**src/rtl/sdm_mash_dwa_if.sv**
```systemverilog
// Control and output bundle of the fine-loop MASH modulator.
// The master side drives controls; the slave side (modulator) drives the codes.
interface sdm_mash_dwa_if #(
    parameter int FRAC_W = 8,
    parameter int OUT_W  = 3,
    parameter int THRM_W = 7
);
    logic              sdm_on;
    logic [1:0]        sdm_order;
    logic [FRAC_W-1:0] frac_in;
    logic              frac_vld;
    logic              dither_en;
    logic              sdm_man_on;
    logic [OUT_W-1:0]  sdm_man_val;
    logic              sdm_thrm_en;
    logic              dwa_en;
    logic [OUT_W-1:0]  out_bin;
    logic [THRM_W-1:0] out_thrm;

    modport master (
        output sdm_on, sdm_order, frac_in, frac_vld, dither_en,
               sdm_man_on, sdm_man_val, sdm_thrm_en, dwa_en,
        input  out_bin, out_thrm
    );

    modport slave (
        input  sdm_on, sdm_order, frac_in, frac_vld, dither_en,
               sdm_man_on, sdm_man_val, sdm_thrm_en, dwa_en,
        output out_bin, out_thrm
    );
endinterface

```
**src/rtl/sdm_mash_dwa.sv**
```systemverilog
// MASH 1-1-1 sigma-delta modulator with run-time order, LFSR dither, manual
// override and a thermometer output with optional DWA rotation.
module sdm_mash_dwa #(
    parameter int FRAC_W = 8,
    parameter int OUT_W  = 3,
    parameter int THRM_W = 7,
    parameter int OFFSET = 3
) (
    input  logic           nsh_clk,
    input  logic           rst_n,
    sdm_mash_dwa_if.slave  bus
);
    logic [FRAC_W-1:0] frac_r, acc1, acc2, acc3;
    logic              c2_d1, c3_d1, c3_d2;
    logic [1:0]        order_q;
    logic [OUT_W-1:0]  ptr, ptr_n;
    logic [14:0]       lfsr;
    logic [OUT_W-1:0]  out_bin_q, bin_n;
    logic [THRM_W-1:0] out_thrm_q, thrm_n, base, rot;

    logic              run, ord_chg, d;
    logic              c1, c2, c3;
    logic [FRAC_W:0]   s1, s2, s3;
    logic [3:0]        y;
    int unsigned       psum;

    assign run     = bus.sdm_on && (bus.sdm_order != 2'd0);
    assign ord_chg = (bus.sdm_order != order_q);
    assign d       = lfsr[0] & bus.dither_en;

    assign s1 = {1'b0, acc1} + {1'b0, frac_r} + {{FRAC_W{1'b0}}, d};
    assign s2 = {1'b0, acc2} + {1'b0, s1[FRAC_W-1:0]};
    assign s3 = {1'b0, acc3} + {1'b0, s2[FRAC_W-1:0]};
    assign c1 = s1[FRAC_W];
    assign c2 = s2[FRAC_W];
    assign c3 = s3[FRAC_W];

    // Modulo-16 arithmetic is enough: the true sum is -3..+4, so y+OFFSET fits 0..7.
    always_comb begin
        y = 4'd0;
        case (bus.sdm_order)
            2'd1: y = {3'b000, c1};
            2'd2: y = {3'b000, c1} + {3'b000, c2} - {3'b000, c2_d1};
            2'd3: y = {3'b000, c1} + {3'b000, c2} - {3'b000, c2_d1}
                    + {3'b000, c3} - {2'b00, c3_d1, 1'b0} + {3'b000, c3_d2};
            default: y = 4'd0;
        endcase
    end

    always_comb begin
        bin_n = OUT_W'(OFFSET);
        if (bus.sdm_man_on)
            bin_n = bus.sdm_man_val;
        else if (run && !ord_chg)
            bin_n = OUT_W'(y + 4'(OFFSET));
    end

    // DWA: K ones rotated left by ptr inside the THRM_W-bit ring.
    always_comb begin
        base = ~({THRM_W{1'b1}} << bin_n);
        rot  = (base << ptr) | (base >> (THRM_W - int'(ptr)));
        psum = int'(ptr) + int'(bin_n);

        thrm_n = '0;
        if (bus.sdm_thrm_en)
            thrm_n = bus.dwa_en ? rot : base;

        ptr_n = ptr;
        if (!run || ord_chg || (bus.sdm_thrm_en && !bus.dwa_en))
            ptr_n = '0;
        else if (bus.sdm_thrm_en)
            ptr_n = OUT_W'((psum >= THRM_W) ? psum - THRM_W : psum);
    end

    always_ff @(posedge nsh_clk or negedge rst_n) begin
        if (!rst_n) begin
            frac_r     <= '0;
            acc1       <= '0;
            acc2       <= '0;
            acc3       <= '0;
            c2_d1      <= 1'b0;
            c3_d1      <= 1'b0;
            c3_d2      <= 1'b0;
            order_q    <= 2'd0;
            ptr        <= '0;
            lfsr       <= 15'h0001;
            out_bin_q  <= OUT_W'(OFFSET);
            out_thrm_q <= '0;
        end else begin
            order_q    <= bus.sdm_order;
            out_bin_q  <= bin_n;
            out_thrm_q <= thrm_n;
            ptr        <= ptr_n;
            lfsr       <= run ? {lfsr[13:0], lfsr[14] ^ lfsr[13]} : 15'h0001;
            if (bus.frac_vld)
                frac_r <= bus.frac_in;
            if (!run || ord_chg) begin
                acc1  <= '0;
                acc2  <= '0;
                acc3  <= '0;
                c2_d1 <= 1'b0;
                c3_d1 <= 1'b0;
                c3_d2 <= 1'b0;
            end else begin
                // Stages above the selected order stay parked at zero.
                acc1  <= s1[FRAC_W-1:0];
                acc2  <= (bus.sdm_order >= 2'd2) ? s2[FRAC_W-1:0] : '0;
                acc3  <= (bus.sdm_order == 2'd3) ? s3[FRAC_W-1:0] : '0;
                c2_d1 <= (bus.sdm_order >= 2'd2) && c2;
                c3_d1 <= (bus.sdm_order == 2'd3) && c3;
                c3_d2 <= (bus.sdm_order == 2'd3) && c3_d1;
            end
        end
    end

    assign bus.out_bin  = out_bin_q;
    assign bus.out_thrm = out_thrm_q;
endmodule

```
**src/flat_wrapper.sv**
```systemverilog
// flat-port wrapper written by rule: the top's interface ports become plain ports
module sdm_mash_dwa_flat 
#(
    parameter int FRAC_W = 8,
    parameter int OUT_W  = 3,
    parameter int THRM_W = 7,
    parameter int OFFSET = 3
)
  (nsh_clk, rst_n, bus_sdm_on, bus_sdm_order, bus_frac_in, bus_frac_vld, bus_dither_en, bus_sdm_man_on, bus_sdm_man_val, bus_sdm_thrm_en, bus_dwa_en, bus_out_bin, bus_out_thrm);
  sdm_mash_dwa_if #(.FRAC_W(FRAC_W), .OUT_W(OUT_W), .THRM_W(THRM_W)) bus_i ();
  input  logic nsh_clk;
  input  logic rst_n;
  input wire logic [$bits(bus_i.sdm_on)-1:0] bus_sdm_on;
  input wire logic [$bits(bus_i.sdm_order)-1:0] bus_sdm_order;
  input wire logic [$bits(bus_i.frac_in)-1:0] bus_frac_in;
  input wire logic [$bits(bus_i.frac_vld)-1:0] bus_frac_vld;
  input wire logic [$bits(bus_i.dither_en)-1:0] bus_dither_en;
  input wire logic [$bits(bus_i.sdm_man_on)-1:0] bus_sdm_man_on;
  input wire logic [$bits(bus_i.sdm_man_val)-1:0] bus_sdm_man_val;
  input wire logic [$bits(bus_i.sdm_thrm_en)-1:0] bus_sdm_thrm_en;
  input wire logic [$bits(bus_i.dwa_en)-1:0] bus_dwa_en;
  output wire logic [$bits(bus_i.out_bin)-1:0] bus_out_bin;
  output wire logic [$bits(bus_i.out_thrm)-1:0] bus_out_thrm;
  assign bus_i.sdm_on = bus_sdm_on;
  assign bus_i.sdm_order = bus_sdm_order;
  assign bus_i.frac_in = bus_frac_in;
  assign bus_i.frac_vld = bus_frac_vld;
  assign bus_i.dither_en = bus_dither_en;
  assign bus_i.sdm_man_on = bus_sdm_man_on;
  assign bus_i.sdm_man_val = bus_sdm_man_val;
  assign bus_i.sdm_thrm_en = bus_sdm_thrm_en;
  assign bus_i.dwa_en = bus_dwa_en;
  assign bus_out_bin = bus_i.out_bin;
  assign bus_out_thrm = bus_i.out_thrm;
  sdm_mash_dwa #(.FRAC_W(FRAC_W), .OUT_W(OUT_W), .THRM_W(THRM_W), .OFFSET(OFFSET)) u_core (.nsh_clk(nsh_clk), .rst_n(rst_n), .bus(bus_i));
endmodule
```
**config.mk**
```make
export PLATFORM = sky130hd
export DESIGN_NAME = sdm_mash_dwa_flat
export DESIGN_NICKNAME = d
export VERILOG_FILES = /design/src/rtl/sdm_mash_dwa_if.sv /design/src/rtl/sdm_mash_dwa.sv /design/src/flat_wrapper.sv
export SDC_FILE = /design/constraint.sdc
export NUM_CORES = 1
export LEC_CHECK = 0
export ABC_AREA = 0
export CAP_MARGIN = 10
export CORE_AREA = 2 2 92 94
export CTS_CLUSTER_SIZE = 40
export DETAILED_ROUTE_END_ITERATION = 12
export DIE_AREA = 0 0 94 96
export GPL_ROUTABILITY_DRIVEN = 0
export GPL_TIMING_DRIVEN = 0
export PLACE_DENSITY = 0.69
export SETUP_SLACK_MARGIN = 0.4
export SLEW_MARGIN = 20
export SYNTH_ARGS = -nofsm -noshare
export SYNTH_HDL_FRONTEND = slang
export SYNTH_SLANG_ARGS = --single-unit
export TNS_END_PERCENT = 1
```
**constraint.sdc**
```tcl
create_clock -name nsh_clk -period 18.6 [get_ports nsh_clk]
set_input_delay 5.58 -clock nsh_clk [delete_from_list [all_inputs] [get_ports nsh_clk]]
set_output_delay 5.58 -clock nsh_clk [all_outputs]
set_load 0.03 [all_outputs]
```
**After elaboration in Yosys (flattened, before gate mapping)**

Index checks and enable logic that the tools add are counted.

- Input port bits: 21
- Output and inout port bits: 10
- Flip-flop bits (word level): 65
- Word-level logic and storage cells: 68

- Bitwise gates (word level): 4
- $lt $le $gt $ge: 2
- Equal/unequal tests: 4
- Shifts and indexed selects: 3
- Mux-type cells: 17
- Add/sub/neg operators: 13
- Reduce and logical (&&, ||, !) cells: 13

Operator list:

| operator | number |
|---|---|
| 8-bit two-way mux | 5 |
| 7-bit by 32-bit >> shifter with 7-bit output | 1 |
| 8-bit by 8-bit adder with 9-bit output | 3 |
| 15-bit two-way mux | 1 |
| 3-bit two-way mux | 5 |
| 7-bit two-way mux | 2 |
| 9-bit by 1-bit adder with 9-bit output | 1 |
| 3-bit case mux with 3 select lines | 1 |
| 7-bit NOT | 1 |
| 7-bit OR | 1 |
| 7-bit by 3-bit left shift with 7-bit output | 1 |
| 7-bit by 3-bit left shift with 7-bit output, first input constant | 1 |
| 3-bit by 1-bit adder with 3-bit output | 2 |
| 1-bit logical AND | 6 |
| 3-bit by 3-bit adder with 4-bit output | 1 |
| 2-bit == test, second input constant | 2 |
| 4-bit by 3-bit greater-or-equal comparator with 1-bit output, second input constant | 1 |
| 2-bit nonzero test | 2 |
| 3-bit by 3-bit subtractor with 4-bit output, first input constant | 1 |
| 3-bit by 2-bit adder with 3-bit output, second input constant | 1 |
| 1-bit zero test | 3 |
| 1-bit two-way mux | 3 |
| 2-bit by 1-bit subtractor with 3-bit output | 1 |
| 3-bit by 2-bit subtractor with 3-bit output | 1 |
| other kinds (8) | 9 |

**Logic depth before layout (Yosys ltp)**

- Depth in word-level cells: 18
- Mapped depth: 36
- Depth with buffers taken out: 35

**Worst setup path after synthesis**

No wires, ideal clock.

- Path type: input to register
- Start point: in bus_dither_en
- End point: reg u_core.ptr[1]
- Library setup time: 0.118 ns
- Required time: 18.482 ns
- Stages: 36
- Path slack: 6.736 ns
- Data arrival time: 11.746 ns
- Path buffers: 1
- Path through: nand2_1 -> fa_1 -> fa_1 -> nand2b_1 -> nand2_1 -> a21oi_1 -> xnor2_1 -> ha_1 -> nand2_1 -> o21ai_0 -> xor2_1 -> ha_1 -> a21o_1 -> a31oi_1 -> nor2b_1 -> o21ai_0 -> nand2_1 -> fa_1 -> inv_1 -> ha_1 -> nand2_1 -> o211ai_1 -> ha_1 -> nand2b_1 -> or4_1 -> o311ai_1 -> o21a_1 -> inv_1 -> buf_2 -> ha_1 -> xnor2_1 -> nor2b_1 -> nor2_1 -> mux2i_1 -> o22ai_1 -> and2b_1

- Cells in the longest elaborated chain, start to end: 17
- Elaborated cells between the ends (all ways): 19
- Classes of those cells: add/sub: 11; order compare: 1; mux: 6; bitwise: 1

RTL lines:

| what | RTL line | source |
|---|---|---|
| from (decl) | flat_wrapper.sv:17 | `input wire logic [$bits(bus_i.dither_en)-1:0] bus_dither_en;` |
| 1-bit bitwise AND * | sdm_mash_dwa.sv:29 | `assign d = lfsr[0] & bus.dither_en;` |
| 9-bit by 1-bit adder with 9-bit output * | sdm_mash_dwa.sv:31 | `assign s1 = {1'b0, acc1} + {1'b0, frac_r} + {{FRAC_W{1'b0}}, d};` |
| parallel branches: the longest is 6 deep, another holds 8-bit by 8-bit adder with 9-bit output | n/a |  |
| 3-bit case mux with 3 select lines * | sdm_mash_dwa.sv:41 | `case (bus.sdm_order)` |
| 3-bit by 2-bit adder with 3-bit output * | sdm_mash_dwa.sv:55 | `bin_n = OUT_W'(y + 4'(OFFSET));` |
| 3-bit two-way mux * | sdm_mash_dwa.sv:54 | `else if (run && !ord_chg)` |
| 3-bit two-way mux * | sdm_mash_dwa.sv:52 | `if (bus.sdm_man_on)` |
| 3-bit by 3-bit adder with 4-bit output * | sdm_mash_dwa.sv:62 | `psum = int'(ptr) + int'(bin_n);` |
| 4-bit by 3-bit greater-or-equal comparator with 1-bit output / 3-bit subtractor (equally long branches) | sdm_mash_dwa.sv:72 | `ptr_n = OUT_W'((psum >= THRM_W) ? psum - THRM_W : psum);` |
| 3-bit two-way mux * | sdm_mash_dwa.sv:72 |  |
| 3-bit two-way mux * | sdm_mash_dwa.sv:71 | `else if (bus.sdm_thrm_en)` |
| 3-bit two-way mux * | sdm_mash_dwa.sv:69 | `if (!run \|\| ord_chg \|\| (bus.sdm_thrm_en && !bus.dwa_en))` |
| to (signal assigned) | sdm_mash_dwa.sv:93 | `ptr <= ptr_n;` |
| to (decl) | sdm_mash_dwa.sv:16 | `logic [OUT_W-1:0] ptr, ptr_n;` |

Mark *: on every way between the ends. The select of a mux whose other input is x is not followed.
A chain may end at the register's enable or synchronous reset.

**Final worst setup path**

Ends and elaborated chain as after synthesis.

==> metrics.md <==
| Metric | Value |
|---|---|
| Sequential Area | `0.00163 sq mm` |
| Routed Antenna Nets | `0` |
| Drt drc | `0` |
| FF+latch count, synth | `65` |
| Synthesized instance count | `around 400` |
| Ranking of synthesized cells by area | `dfrtp_1, ha_1, inv_1, fa_1, a21oi_1` |
| Share of the synthesized area in the top cell type | `between 30% and 40%` |
| Setup CP Type | `input pin to register` |
| Max_slew headroom | `64.5%` |
| Clock-pin slew on the worst setup and hold paths | `0.08 ns` |
| Hold Slack | `0.453 ns` |
| Largest net degree at the start of global routing | `36` |
| Clock Skew | `about 0.011 ns` |
| Largest stage delay on the critical path | `approximately 0.45 ns` |
| Vias per inst | `about 5.4` |
| Clock Sinks | `65` |
| Period minus WS final | `between 10 and 15 ns` |
| Fmax | `~79 MHz` |
| Crit. End Element | `register` |
| DRT iter0 DRCs | `132` |
| H-tree lvl count | `3` |
| Synth unique cells | `between 60 and 70` |
| Antenna Cells | `0` |
| Core box area | `just over 0.008 sq mm` |
| Sequential share of the synthesized area | `41.3%` |
| Req. time, crit path | `approximately 19 ns` |
| Dpl cell area | `~0.0044 sq mm` |
| Max clock buf depth | `2` |
| Num CTS Buffers | `9` |
| DR top layer | `met4` |
| Initial antenna violation count | `0` |
| Clock Latency Late Sink | `approximately 0.36 ns` |
| Gr usage total | `roughly 20%` |
| CP bufs+invs | `4` |
| Gr ovfl total | `0` |
| Status | `complete, no violations` |
| Setup repair bufs after CTS | `0` |
| Period utilization | `between 60% and 70%` |
| Final net count | `~500` |
| P per Cell Area | `77.2 mW/mm^2` |
| Worst min path class | `register to register` |
| I/O pin count | `31` |
| Final max-slew violation count | `0` |
| Met3 WL | `308 um` |
| Total number of vias | `2980` |
| Die footprint | `0.00902 sq mm` |
| PortBufs | `29` |
| Cell Rows | `33` |
| Top_reg_cell synth | `dfrtp_1` |
| Asr flop ratio synth | `100%` |
| EDFF count, synth | `0` |
| RSZ-0062 raised after global routing | `no` |
| Mapped Avg Cell Area | `just under 10 sq um` |
| Met1 wire length | `3.76 mm` |
| Drt pass-1 iters | `4` |
| Layout cells sized above 1 | `between 10 and 15%` |
| First-pass GRT wire length | `roughly 14 mm` |
| Critical path startpoint category | `input pin` |
| Final setup fails | `0` |
| Critical path arrival | `12.96 ns` |
| Root Driver | `clkbuf_8` |
| TritonCTS clock tree | `yes` |
| Yosys top cell by area | `dfrtp_1` |
| Area of the multi-input gates | `0.00209 sq mm` |
| DR WL met2 | `3.69 mm` |
| Most used cell, CP | `ha_1` |
| Resized cells post-CTS | `0` |
| Final wirelength | `about 7.9 mm` |
| Crit-path slowest cell | `clkdlybuf4s50_1` |
| Endpoints failing hold | `0` |
| Synth warn | `0` |
| Number of max-cap violations | `0` |
| Area Growth Syn to Fin | `16.4%` |
| Vias in the first global route | `around 2.9k` |
| Syn Nets | `461` |
| Pleak | `around 2.2 nW` |
| Initial Util | `approximately half` |
| Die Height | `between 90 and 100 um` |
| Wire per inst | `~14 um` |
| Worst Tran Pin Value | `0.532 ns` |
| Fillers | `between 700 and 800` |
| DP Wirelength | `between 5 and 6 mm` |
| Peak fanout along the critical path | `11` |
| Die W | `94 um` |
| Top cell family by delay on the critical path | `adder cells` |
| Final Instance Area | `about 0.0046 sq mm` |
| Worst vdd ir | `around 0.000037 V` |
| Mapped Area | `around 0.0039 sq mm` |
| Setup_tns | `0 ns` |
| # hold bufs at CTS | `0` |
==> routing by layer <==
metal,track usage [%],up-vias
li1,-,1463
met1,27.0,1436
met2,31.5,67
met3,3.37,14
met4,9.06,0
met5,0,-
==> final cells by class <==
type / instances / area share [%]
Tap cell: 105 / 2.86
Buffer: 14 / 1.77
Clock inverter: 7 / 1.82
Clock buffer: 9 / 2.70
Timing Repair Buffer: 30 / 6.70
Inverter: 38 / 3.10
Multi-Input combinational cell: 282 / 45.6
Sequential cell: 65 / 35.5
==> logic make-up (layout without fill, tap and decap cells) <==
kind of cell,Yosys count,count (layout),share of synthesized area [%]
AO/OA/AOI/OAI,99,99,17.3
adder cells (fa/ha/maj),41,41,14.1
XOR/XNOR,19,19,4.40
flip-flops,65,65,41.3
multiplexers,9,9,2.50
AND/OR/NAND/NOR,114,114,14.7
buffers and inverters,52,98,5.67
==> report_power, final <==
group	internal, W	total, W	switching, W	leakage, nW
clock network	0.0000644	0.000129	0.0000648	0.103
logic	0.0000340	0.0000764	0.0000424	1.26
registers	0.000147	0.000149	0.00000238	0.863
total	0.000245	0.000355	0.000110	2.22
==> sequential cells by signal (all words and copies together) (netlist names) <==
register             cells
u_core.c2_d1             1
u_core.ptr               3
u_core.order_q           2
u_core.c3_d1             1
u_core.acc2              8
u_core.lfsr             15
u_core.acc3              8
u_core.bus.out_bin       3
u_core.acc1              8
u_core.frac_r            8
u_core.bus.out_thrm      7
u_core.c3_d2             1
==> Yosys cell counts (all sizes together) (2+ instances only) <==
master / n
nand3: 4
a211oi: 3
o311ai: 2
a22oi: 3
mux2i: 2
a21boi: 4
o211ai: 4
dfrtp: 62
nor2b: 16
inv: 38
mux2: 7
and3: 8
and2: 15
o311a: 2
fa: 6
a2111oi: 2
o22ai: 3
ha: 35
nand2: 26
dfstp: 3
buf: 7
a31o: 2
nor2: 26
nor3: 6
a21o: 8
o21ai: 22
xor2: 5
a21oi: 24
o41ai: 2
clkbuf: 7
o21a: 5
xnor2: 14
nand2b: 7
==> layout by cell type, fill, tap and decap left out, types with 7 or more instances in the layout <==
cell type        Yosys  layout
a21o_1               8       8
a21oi_1             23      23
and2_1              15      15
and3_1               8       8
clkbuf_1             7       7
clkbuf_8             0       9
clkdlybuf4s50_1      0      28
dfrtp_1             62      62
ha_1                35      35
inv_1               35      35
mux2_2               7       7
nand2_1             26      26
nand2b_1             7       7
nor2_1              26      26
nor2b_1             16      16
o21ai_0             19      19
xnor2_1             13      13
==> path summary, 6_finish.rpt <==
check                           startpoint  cells after the start  slack, ns               to
setup / recovery             bus_dither_en                     37       5.89    u_core.ptr[1]
hold / removal             u_core.lfsr[10]                      1       0.45  u_core.lfsr[11]
setup reg to reg            u_core.lfsr[0]                     36      11.03    u_core.ptr[1]
hold reg to reg            u_core.lfsr[10]                      1       0.45  u_core.lfsr[11]
max in group asynchronous            rst_n                      2      12.87   u_core.lfsr[0]
min in group asynchronous            rst_n                      1       5.15    u_core.ptr[2]
==> metrics by stage <==
step           cells  power (W)  setup slack, ns  utilization [%]
6_report         550   0.000355             5.89             57.1
5_1_grt          550   0.000373             5.23             57.1
4_1_cts          550   0.000359             5.90             57.1
3_5_place_dp     534   0.000228             5.55             54.5
3_3_place_gp     533   0.000226             5.61             54.3
2_1_floorplan    399   0.000205             6.74                -
Note: power is estimated with default switching activity, not from simulation.
